==> src/rtl/bcd_if.sv <==
// BCD decoder bus: the asynchronous code inputs, enable/clear controls and
// the registered one-hot decimal outputs with error flag and error counter.
interface bcd_if #(
  parameter int CNT_W = 8
);

  logic             en;
  logic             clr_cnt;
  logic             A0;
  logic             A1;
  logic             A2;
  logic             A3;
  logic             O0;
  logic             O1;
  logic             O2;
  logic             O3;
  logic             O4;
  logic             O5;
  logic             O6;
  logic             O7;
  logic             O8;
  logic             O9;
  logic             ERR;
  logic [CNT_W-1:0] ERR_CNT;

  // Side that supplies the code and controls and observes the decode
  modport master (
    output en, clr_cnt, A0, A1, A2, A3,
    input  O0, O1, O2, O3, O4, O5, O6, O7, O8, O9, ERR, ERR_CNT
  );

  // Decoder side
  modport slave (
    input  en, clr_cnt, A0, A1, A2, A3,
    output O0, O1, O2, O3, O4, O5, O6, O7, O8, O9, ERR, ERR_CNT
  );

endinterface

==> src/rtl/bcd.sv <==
// BCD-to-decimal decoder with input synchronizers, registered one-hot
// outputs, an invalid-code flag and a saturating count of invalid-code entries.
//
// SYNC_STAGES must lie in 1..4. The A inputs may change at any time relative
// to clk, so they only reach the decode logic through the synchronizer chain.
// Every output comes straight from a flop, so nothing downstream ever sees
// a combinational glitch.
module bcd #(
  parameter int SYNC_STAGES = 2,
  parameter int CNT_W       = 8
) (
  input  logic clk,
  input  logic rst_n,
  bcd_if.slave bus
);

  localparam logic [CNT_W-1:0] CntMax = {CNT_W{1'b1}};

  // Synchronizer chain, stage 0 is closest to the pins
  logic [3:0]       syncChain_q [SYNC_STAGES];
  logic [3:0]       syncCode;

  // Registered decode state
  logic [9:0]       oneHot_q;
  logic [9:0]       oneHot_d;
  logic             err_q;
  logic             err_d;
  logic [CNT_W-1:0] errCnt_q;
  logic [CNT_W-1:0] errCnt_d;
  logic             errRise;

  assign syncCode = syncChain_q[SYNC_STAGES-1];

  // Shift the raw code through the synchronizer; it runs regardless of en
  always_ff @(posedge clk or negedge rst_n) begin
    if (!rst_n) begin
      for (int i = 0; i < SYNC_STAGES; i++) begin
        syncChain_q[i] <= 4'd0;
      end
    end else begin
      syncChain_q[0] <= {bus.A3, bus.A2, bus.A1, bus.A0};
      for (int i = 1; i < SYNC_STAGES; i++) begin
        syncChain_q[i] <= syncChain_q[i-1];
      end
    end
  end

  // Decode the synchronized code; hold the current outputs while en is low
  always_comb begin
    oneHot_d = oneHot_q;
    err_d    = err_q;
    if (bus.en) begin
      oneHot_d = 10'd0;
      err_d    = 1'b0;
      if (syncCode <= 4'd9) begin
        oneHot_d[syncCode] = 1'b1;
      end else begin
        err_d = 1'b1;
      end
    end
  end

  // A rising error flag marks entry into the invalid range; staying invalid,
  // or hopping between invalid codes, does not retrigger the count
  assign errRise = bus.en && err_d && !err_q;

  // Next counter value: clear wins over an increment and works even with en low
  always_comb begin
    errCnt_d = errCnt_q;
    if (bus.clr_cnt) begin
      errCnt_d = '0;
    end else if (errRise && (errCnt_q != CntMax)) begin
      errCnt_d = errCnt_q + 1'b1;
    end
  end

  // Output registers; reset presents decoded code 0 with a clean error state
  always_ff @(posedge clk or negedge rst_n) begin
    if (!rst_n) begin
      oneHot_q <= 10'b00_0000_0001;
      err_q    <= 1'b0;
      errCnt_q <= '0;
    end else begin
      oneHot_q <= oneHot_d;
      err_q    <= err_d;
      errCnt_q <= errCnt_d;
    end
  end

  assign bus.O0      = oneHot_q[0];
  assign bus.O1      = oneHot_q[1];
  assign bus.O2      = oneHot_q[2];
  assign bus.O3      = oneHot_q[3];
  assign bus.O4      = oneHot_q[4];
  assign bus.O5      = oneHot_q[5];
  assign bus.O6      = oneHot_q[6];
  assign bus.O7      = oneHot_q[7];
  assign bus.O8      = oneHot_q[8];
  assign bus.O9      = oneHot_q[9];
  assign bus.ERR     = err_q;
  assign bus.ERR_CNT = errCnt_q;

endmodule

==> src/flat_wrapper.sv <==
// flat-port wrapper written by rule: the top's interface ports become plain ports
module bcd_flat 
#(
  parameter int SYNC_STAGES = 2,
  parameter int CNT_W       = 8
)
  (clk, rst_n, bus_en, bus_clr_cnt, bus_A0, bus_A1, bus_A2, bus_A3, bus_O0, bus_O1, bus_O2, bus_O3, bus_O4, bus_O5, bus_O6, bus_O7, bus_O8, bus_O9, bus_ERR, bus_ERR_CNT);
  bcd_if #(.CNT_W(CNT_W)) bus_i ();
  input  logic clk;
  input  logic rst_n;
  input wire logic [$bits(bus_i.en)-1:0] bus_en;
  input wire logic [$bits(bus_i.clr_cnt)-1:0] bus_clr_cnt;
  input wire logic [$bits(bus_i.A0)-1:0] bus_A0;
  input wire logic [$bits(bus_i.A1)-1:0] bus_A1;
  input wire logic [$bits(bus_i.A2)-1:0] bus_A2;
  input wire logic [$bits(bus_i.A3)-1:0] bus_A3;
  output wire logic [$bits(bus_i.O0)-1:0] bus_O0;
  output wire logic [$bits(bus_i.O1)-1:0] bus_O1;
  output wire logic [$bits(bus_i.O2)-1:0] bus_O2;
  output wire logic [$bits(bus_i.O3)-1:0] bus_O3;
  output wire logic [$bits(bus_i.O4)-1:0] bus_O4;
  output wire logic [$bits(bus_i.O5)-1:0] bus_O5;
  output wire logic [$bits(bus_i.O6)-1:0] bus_O6;
  output wire logic [$bits(bus_i.O7)-1:0] bus_O7;
  output wire logic [$bits(bus_i.O8)-1:0] bus_O8;
  output wire logic [$bits(bus_i.O9)-1:0] bus_O9;
  output wire logic [$bits(bus_i.ERR)-1:0] bus_ERR;
  output wire logic [$bits(bus_i.ERR_CNT)-1:0] bus_ERR_CNT;
  assign bus_i.en = bus_en;
  assign bus_i.clr_cnt = bus_clr_cnt;
  assign bus_i.A0 = bus_A0;
  assign bus_i.A1 = bus_A1;
  assign bus_i.A2 = bus_A2;
  assign bus_i.A3 = bus_A3;
  assign bus_O0 = bus_i.O0;
  assign bus_O1 = bus_i.O1;
  assign bus_O2 = bus_i.O2;
  assign bus_O3 = bus_i.O3;
  assign bus_O4 = bus_i.O4;
  assign bus_O5 = bus_i.O5;
  assign bus_O6 = bus_i.O6;
  assign bus_O7 = bus_i.O7;
  assign bus_O8 = bus_i.O8;
  assign bus_O9 = bus_i.O9;
  assign bus_ERR = bus_i.ERR;
  assign bus_ERR_CNT = bus_i.ERR_CNT;
  bcd #(.SYNC_STAGES(SYNC_STAGES), .CNT_W(CNT_W)) u_core (.clk(clk), .rst_n(rst_n), .bus(bus_i));
endmodule
==> config.mk <==
export PLATFORM = sky130hd
export DESIGN_NAME = bcd_flat
export DESIGN_NICKNAME = d
export VERILOG_FILES = /design/src/rtl/bcd_if.sv /design/src/rtl/bcd.sv /design/src/flat_wrapper.sv
export SDC_FILE = /design/constraint.sdc
export NUM_CORES = 1
export LEC_CHECK = 0
export ABC_AREA = 1
export BUFFER_PORTS_ARGS = -buffer_cell sky130_fd_sc_hd__buf_2
export CORE_UTILIZATION = 43
export CTS_CLUSTER_SIZE = 16
export DETAILED_ROUTE_END_ITERATION = 8
export GPL_TIMING_DRIVEN = 0
export PLACE_DENSITY = 0.8
export SETUP_SLACK_MARGIN = 0.05
export SKIP_CTS_REPAIR_TIMING = 1
export SYNTH_ARGS = -nofsm -noshare
export SYNTH_HDL_FRONTEND = slang
export SYNTH_SLANG_ARGS = --single-unit
==> constraint.sdc <==
create_clock -name clk -period 1.3 [get_ports clk]
set_input_delay 0.195 -clock clk [delete_from_list [all_inputs] [get_ports clk]]
set_output_delay 0.195 -clock clk [all_outputs]
set_load 0.02 [all_outputs]
==> flow_summary.toml, run 1 <==
[run_status]
status = "finished, violations left"
violations = "setup timing"

[grt]
antenna_found_initial = 0
use_met2_pct = 28.40
grt_first_pass_wirelength_um = 4236
grt_overflow = 0
grt_pass1_vias = 941
grt_max_degree = 28
grt_use_met1_pct = 22.62
busiest_layer = "met2"
grtUsageMet3_pct = 2.576
grt_util_all_layers_pct = 17.73

[placed_design]
globalplace.congestion = 0.8441
dpl.cell_count = 187
portBuffers = 25
post_dp_cell_area_um2 = 1404
dp_hpwl_um = 1833

[detailed_routing]
wl_um = 2667
vias = 1042
viasPerCell = 5.236
avgRoutedWirePerCell_um = 13.40
drtPass1Iterations = 4
drt_iter0_drc = 40
drc = 0
drtAntennaViolNets = 0

[synthesis]
synth_edf_count = 0
syn-num-nets = 141
synth-xor-area-share_pct = 2.152
syn_inst = 132
synth_area_leader_cell = "dfrtp_1"
synthAdderAreaFrac_pct = 1.025
synth_compound_area_share_pct = 5.533
synth_top_family_by_area = "simple AND/OR/NAND/NOR gates"
ys_seq_elements = 27
yosysWarnings = 0
netlist.area_leader.share_pct = 53.28
ys_seq_area_share_pct = 55.43
synth_top_flop_cell = "dfrtp_1"
ys_top_cells_by_area = "dfrtp_1, nand2_1, inv_1"
netlist_area_um2 = 1221
synth_cell_type_count = 25
synthArstFlopShare_pct = 100.0
avgSynthCellArea_um2 = 9.251
synth_mux_area_share_pct = 0
synth-simple-area-share_pct = 26.43

[sta]
fin_ws_ps = -54.55
finalHoldViolCount = 0
period_needed_ps = 1355
fmax_ghz = 0.7383
setup_viol = 8
drv_slew = 0
finalCritPeriodShare_pct = 104.2
slew-limit-headroom_pct = 61.44
fin_skew_ps = 1.130
tightestPinTransition_ps = 578.3
rsz0062_at_grt = "true"

[flow_run]
maxCapViolations = 0

[clocking]
cts_tree = "done"
max-clock-path-buffers = 2
clk_pin_slew_ps = 160
clockRootBuffer = "clkbuf_4"
cts.sinks = 27
numCtsBuffers = 3
h-tree-depth = 1
clock_latency_ps = 350

[final_layout]
fin_area_um2 = 1556
instances_no_fill = 199
drive_gt1_share_pct = 31.95
nets = 179
antenna_cells = 0
area_growth_syn_to_layout_pct = 27.46

[die]
io_pins = 27
dieArea_um2 = 3057
floorplan.initialDensity_pct = 47.15
die_w_um = 55.29
die_h_um = 55.29
coreArea_um2 = 2590
num_rows = 18

[setup_path]
crit_type = "register to register"
path_cells = "ha_4 -> nand3_4 -> nor2_4 -> nor2_4 -> buf_12 -> nor2_8 -> nand2_1 -> nand2_1"
cp_slowest_cell = "dfrtp_2"
cp-start-kind = "register"
arrival_ps = 1650
slowest_delay_ps = 440
required_ps = 1600
critPathCaptureType = "register"
path_max_fanout = 9

[power]
leakage_nw = 0.7780
ir_drop_mv = 0.7214
power.density_nw_per_um2 = 954.7

[hold_path]
min_path_type = "input port to register"
==> cell families after synthesis <==
kind of cell / count (synthesis)
and+or+nand+nor: 63
AOI/OAI and AO/OA: 11
xor gates and xnor gates: 3
DFF: 27
adders and majority gates: 1
buffers and inverters: 27
==> power breakdown <==
part	internal (mW)	total (mW)	leakage (nW)	switching, mW
logic	0.0707	0.183	0.419	0.112
clock network	0.127	0.412	0.0183	0.285
registers	0.871	0.891	0.341	0.0207
==> area by class of cell <==
class / instances / area (µm²)
fillers: 213 / 1033
flip-flops and latches: 27 / 684.4
multi-input cells: 78 / 461.7
repair buffers: 33 / 226.5
inverters: 25 / 100.1
well taps: 30 / 37.54
clock buffers: 3 / 22.52
plain buffers: 2 / 15.01
clock inverters: 1 / 8.758
==> layer usage <==
layer | vias to the layer above | part of all wire, %
li1 | 487 | -
met1 | 499 | 40
met2 | 47 | 51
met3 | 9 | 5.2
met4 | 0 | 3.2
met5 | - | 0
==> flip-flops by register name, summed over array words and instances (netlist names) <==
| name | count |
|---|---|
| u_core.bus.ERR | 1 |
| u_core.oneHot_q | 10 |
| u_core.syncCode | 4 |
| u_core.bus.ERR_CNT | 8 |
| u_core.syncChain_q | 4 |
==> synthesized netlist by cell type (2+ instances only) <==
library cell / number
inv_2: 2
o21ai_1: 5
o32ai_1: 2
nand4_1: 4
nand2_4: 2
xor2_1: 2
nand3_1: 11
nand2_1: 30
nor2_1: 9
inv_1: 21
dfrtp_1: 26
nor2_2: 2
o22ai_1: 4
==> critical path, delay by kind of cell, from the launching register on <==
| family | cells | cell delay (ps) |
|---|---|---|
| DFF | 1 | 440 |
| adders and majority gates | 1 | 170 |
| and+or+nand+nor | 6 | 550 |
| buffers and inverters | 1 | 130 |
==> placed cells by master, fill, tap and decap left out <==
cell           synthesis  layout
nand2_4                2       2
nor3_1                 1       1
nand4_1                4       4
nand3b_1               1       1
o32ai_1                2       2
o22ai_1                4       4
nor2_1                 9       9
buf_12                 0       1
nand3_4                1       2
buf_6                  1       4
nand2_1               30      29
dfrtp_2                0       6
inv_1                 21      21
nor2_8                 1       1
nand2_2                0       1
clkbuf_1               1       1
nor2_4                 1       2
nor2_2                 2       1
buf_4                  0       1
xnor2_1                1       1
clkinv_2               1       1
buf_2                  0      23
nand3_1               11      10
ha_4                   0       1
clkbuf_4               0       3
xor2_1                 2       2
dfrtp_1               26      20
dlygate4sd3_1          0       5
dfstp_2                1       1
clkinv_4               1       1
inv_2                  2       2
inv_6                  0       1
o21ai_1                5       5
==> per-stage QoR <==
step / TNS [ps] / total power [mW] / setup WS [ps] / hold slack, ps / utilization [%]
CTS: -624.0 / 1.464 / -93.67 / -169.5 / 55.41
global route: -855.8 / 1.539 / -129.5 / 21.24 / 60.10
finish: -234.3 / 1.486 / -54.55 / 18.22 / 60.10
global placement: -90.51 / 1.053 / -14.70 / 222.0 / 54.20
detailed placement: -468.1 / 1.063 / -74.61 / 229.1 / 54.20
floorplan: -7.608 / 0.9985 / -2.382 / -100.6 / -
==> path summary, 6_finish.rpt <==
check                      depth (start not counted)                     to  slack, ps                  start
setup / recovery                                   8  u_core.bus.ERR_CNT[1]        -50  u_core.bus.ERR_CNT[0]
hold / removal                                     2     u_core.oneHot_q[0]         20                 bus_en
setup reg to reg                                   8  u_core.bus.ERR_CNT[1]        -50  u_core.bus.ERR_CNT[0]
hold reg to reg                                    0     u_core.syncCode[1]        370  u_core.syncChain_q[5]
max in group asynchronous                          2  u_core.bus.ERR_CNT[4]        530                  rst_n
min in group asynchronous                          2     u_core.syncCode[1]        360                  rst_n
No activity file was read; power rests on OpenSTA's default activity.
==> inputs of run 2 (changes only) <==
--- a/config.mk
+++ b/config.mk
@@ -7,11 +7,13 @@
 export LEC_CHECK = 0
 export ABC_AREA = 1
 export BUFFER_PORTS_ARGS = -buffer_cell sky130_fd_sc_hd__buf_2
-export CORE_UTILIZATION = 43
+export CELL_PAD_IN_SITES_DETAIL_PLACEMENT = 2
+export CELL_PAD_IN_SITES_GLOBAL_PLACEMENT = 2
+export CORE_UTILIZATION = 28
 export CTS_CLUSTER_SIZE = 16
 export DETAILED_ROUTE_END_ITERATION = 8
 export GPL_TIMING_DRIVEN = 0
-export PLACE_DENSITY = 0.8
+export PLACE_DENSITY_LB_ADDON = 0.2
 export SETUP_SLACK_MARGIN = 0.05
 export SKIP_CTS_REPAIR_TIMING = 1
 export SYNTH_ARGS = -nofsm -noshare
==> run 2 against run 1 <==
  * The run still ends with setup timing left
  * Largest cell class unchanged
  * First-iteration DRC count fell by 35%
  * Maximum frequency rose by 1.3%
  * Critical path depth unchanged
  * Count of clock-buffer cells in the layout unchanged
  * Cell area is 6.0% higher
  * Sequential cell count unchanged
  * Largest power group unchanged
  * Highest routed layer unchanged
  * Clock power increased by 28%
==> flow_summary.toml, run 2 (same netlist as run 1, synthesis figures left out) <==
[run_status]
status = "finished, violations left"
violations = "setup timing"

[hold_path]
min_path_type = "input port to register"

[power]
ir_drop_mv = 0.6578
power.density_nw_per_um2 = 969.8
comb_power_share_pct = 11.3
internal_power_mw = 1.163
fin_total_pwr_mw = 1.600
seqPwrFrac_pct = 55.6
clkPwrFrac_pct = 33.1
switching_share_pct = 27.34
leakage_nw = 0.8303
power.switching_uw = 437.6

[detailed_routing]
drtPass1Iterations = 4
avgRoutedWirePerCell_um = 13.91
drt_iter0_drc = 26
vias = 1032
viasPerCell = 4.526
wl_um = 3171
drtAntennaViolNets = 0
drc = 0

[sta]
tightestPinTransition_ps = 593.1
fin_ws_ps = -37.70
fin_skew_ps = 3.847
finalCritPeriodShare_pct = 102.9
period_needed_ps = 1338
finalHoldViolCount = 0
finalHoldWorstSlack_ps = 11.11
rsz0062_at_grt = "true"
setup_viol = 8
drv_slew = 0
slew-limit-headroom_pct = 60.46
fmax_ghz = 0.7476

[setup_path]
arrival_ps = 1560
critPathCaptureType = "register"
required_ps = 1530
path_max_fanout = 9
cp-start-kind = "register"
crit_type = "register to register"

[die]
io_pins = 27
dieArea_um2 = 4629
die_h_um = 68.04
floorplan.initialDensity_pct = 29.88
die_w_um = 68.04
coreArea_um2 = 4086
num_rows = 23

[grt]
grt_overflow = 0
antenna_found_initial = 0
grt_util_all_layers_pct = 14.35
grt_first_pass_wirelength_um = 4857
grt_pass1_vias = 1029
grt_max_degree = 28

[placed_design]
portBuffers = 25
dp_slack_ps = -130.4
dp_hpwl_um = 2149
dpl.cell_count = 207
globalplace.congestion = 0.7559

[final_layout]
final_util_pct = 40.39
nets = 188
mostFrequentLayoutCells = "nand2_1, buf_2, inv_1, dfrtp_1, buf_4"
largest_reg_flops = 10
regMostFlops = "u_core.oneHot_q"
instances_no_fill = 228
area_growth_syn_to_layout_pct = 35.14
drive_gt1_share_pct = 36.52
fillers = 469
final_common_cell = "nand2_1"
antenna_cells = 0

[clocking]
clk_pin_slew_ps = 100
clockRootBuffer = "clkbuf_8"
cts.sinks = 27
numCtsBuffers = 3
h-tree-depth = 1
cts_tree = "done"
max-clock-path-buffers = 2
clock_latency_ps = 290

[flow_run]
maxCapViolations = 0
## run 2: cell count changes in the layout (fill, tap and decap cells not counted)
cell | previous run | this run
buf_4 | 1 | 12
buf_6 | 4 | 1
clkbuf_4 | 3 | 0
clkbuf_8 | 0 | 3
buf_2 | 23 | 25
dfrtp_1 | 20 | 19
dfrtp_2 | 6 | 7
dlygate4sd3_1 | 5 | 4
## run 2: layer usage
metal | vias up | part of all wire (%) | global-route usage [%]
met5 | - | 0 | 0
met4 | 0 | 1.0 | 5.469
met3 | 3 | 2.2 | 2.000
met2 | 17 | 53 | 24.26
met1 | 505 | 44 | 18.35
li1 | 507 | - | -
## run 2: path summary, 6_finish.rpt
kind	startpoint	endpoint	slack, ps	depth (start not counted)
worst max-delay path	u_core.bus.ERR_CNT[0]	u_core.bus.ERR_CNT[4]	-40	8
worst min-delay path	bus_A3	u_core.syncChain_q[7]	10	1
worst max register to register	u_core.bus.ERR_CNT[0]	u_core.bus.ERR_CNT[4]	-40	8
worst min register to register	u_core.syncChain_q[5]	u_core.syncCode[1]	360	0
max in group asynchronous	rst_n	u_core.bus.ERR_CNT[3]	440	2
min in group asynchronous	rst_n	u_core.oneHot_q[5]	430	2
## run 2: layout make-up
| type | count | area, µm² | area share [%] |
|---|---|---|---|
| Tap cell | 50 | 62.56 | 3.791 |
| Buffer | 2 | 15.01 | 0.9098 |
| Clock buffer | 3 | 41.29 | 2.502 |
| Timing Repair Buffer | 42 | 275.3 | 16.68 |
| Clock inverter | 1 | 8.758 | 0.5307 |
| Multi-Input combinational cell | 78 | 461.7 | 27.98 |
| Sequential cell | 27 | 685.7 | 41.55 |
| Inverter | 25 | 100.1 | 6.065 |
## run 2: worst max-delay path, cell delays in order (launching register included)
cell,delay [ps]
dfrtp_2,420
ha_4,170
nand3_4,90
nor2_4,110
nor2_4,40
buf_12,130
nor2_8,170
nand2_1,70
nand2_1,70
## run 2: power by group through the flow
stage	Sequential, mW	Combinational (mW)	Clock, mW
6_report	0.890	0.181	0.529
5_1_grt	0.895	0.202	0.577
4_1_cts	0.892	0.163	0.565
3_5_place_dp	0.908	0.162	0
3_3_place_gp	0.906	0.155	0
2_1_floorplan	0.927	0.0717	0
## run 2: through the flow
step / instance area (µm²) / setup TNS [ps]
3_5_place_dp: 1429 / -987.0
2_1_floorplan: 1241 / -7.608
3_3_place_gp: 1429 / -551.8
6_report: 1650 / -202.8
5_1_grt: 1650 / -789.9
4_1_cts: 1479 / -1109
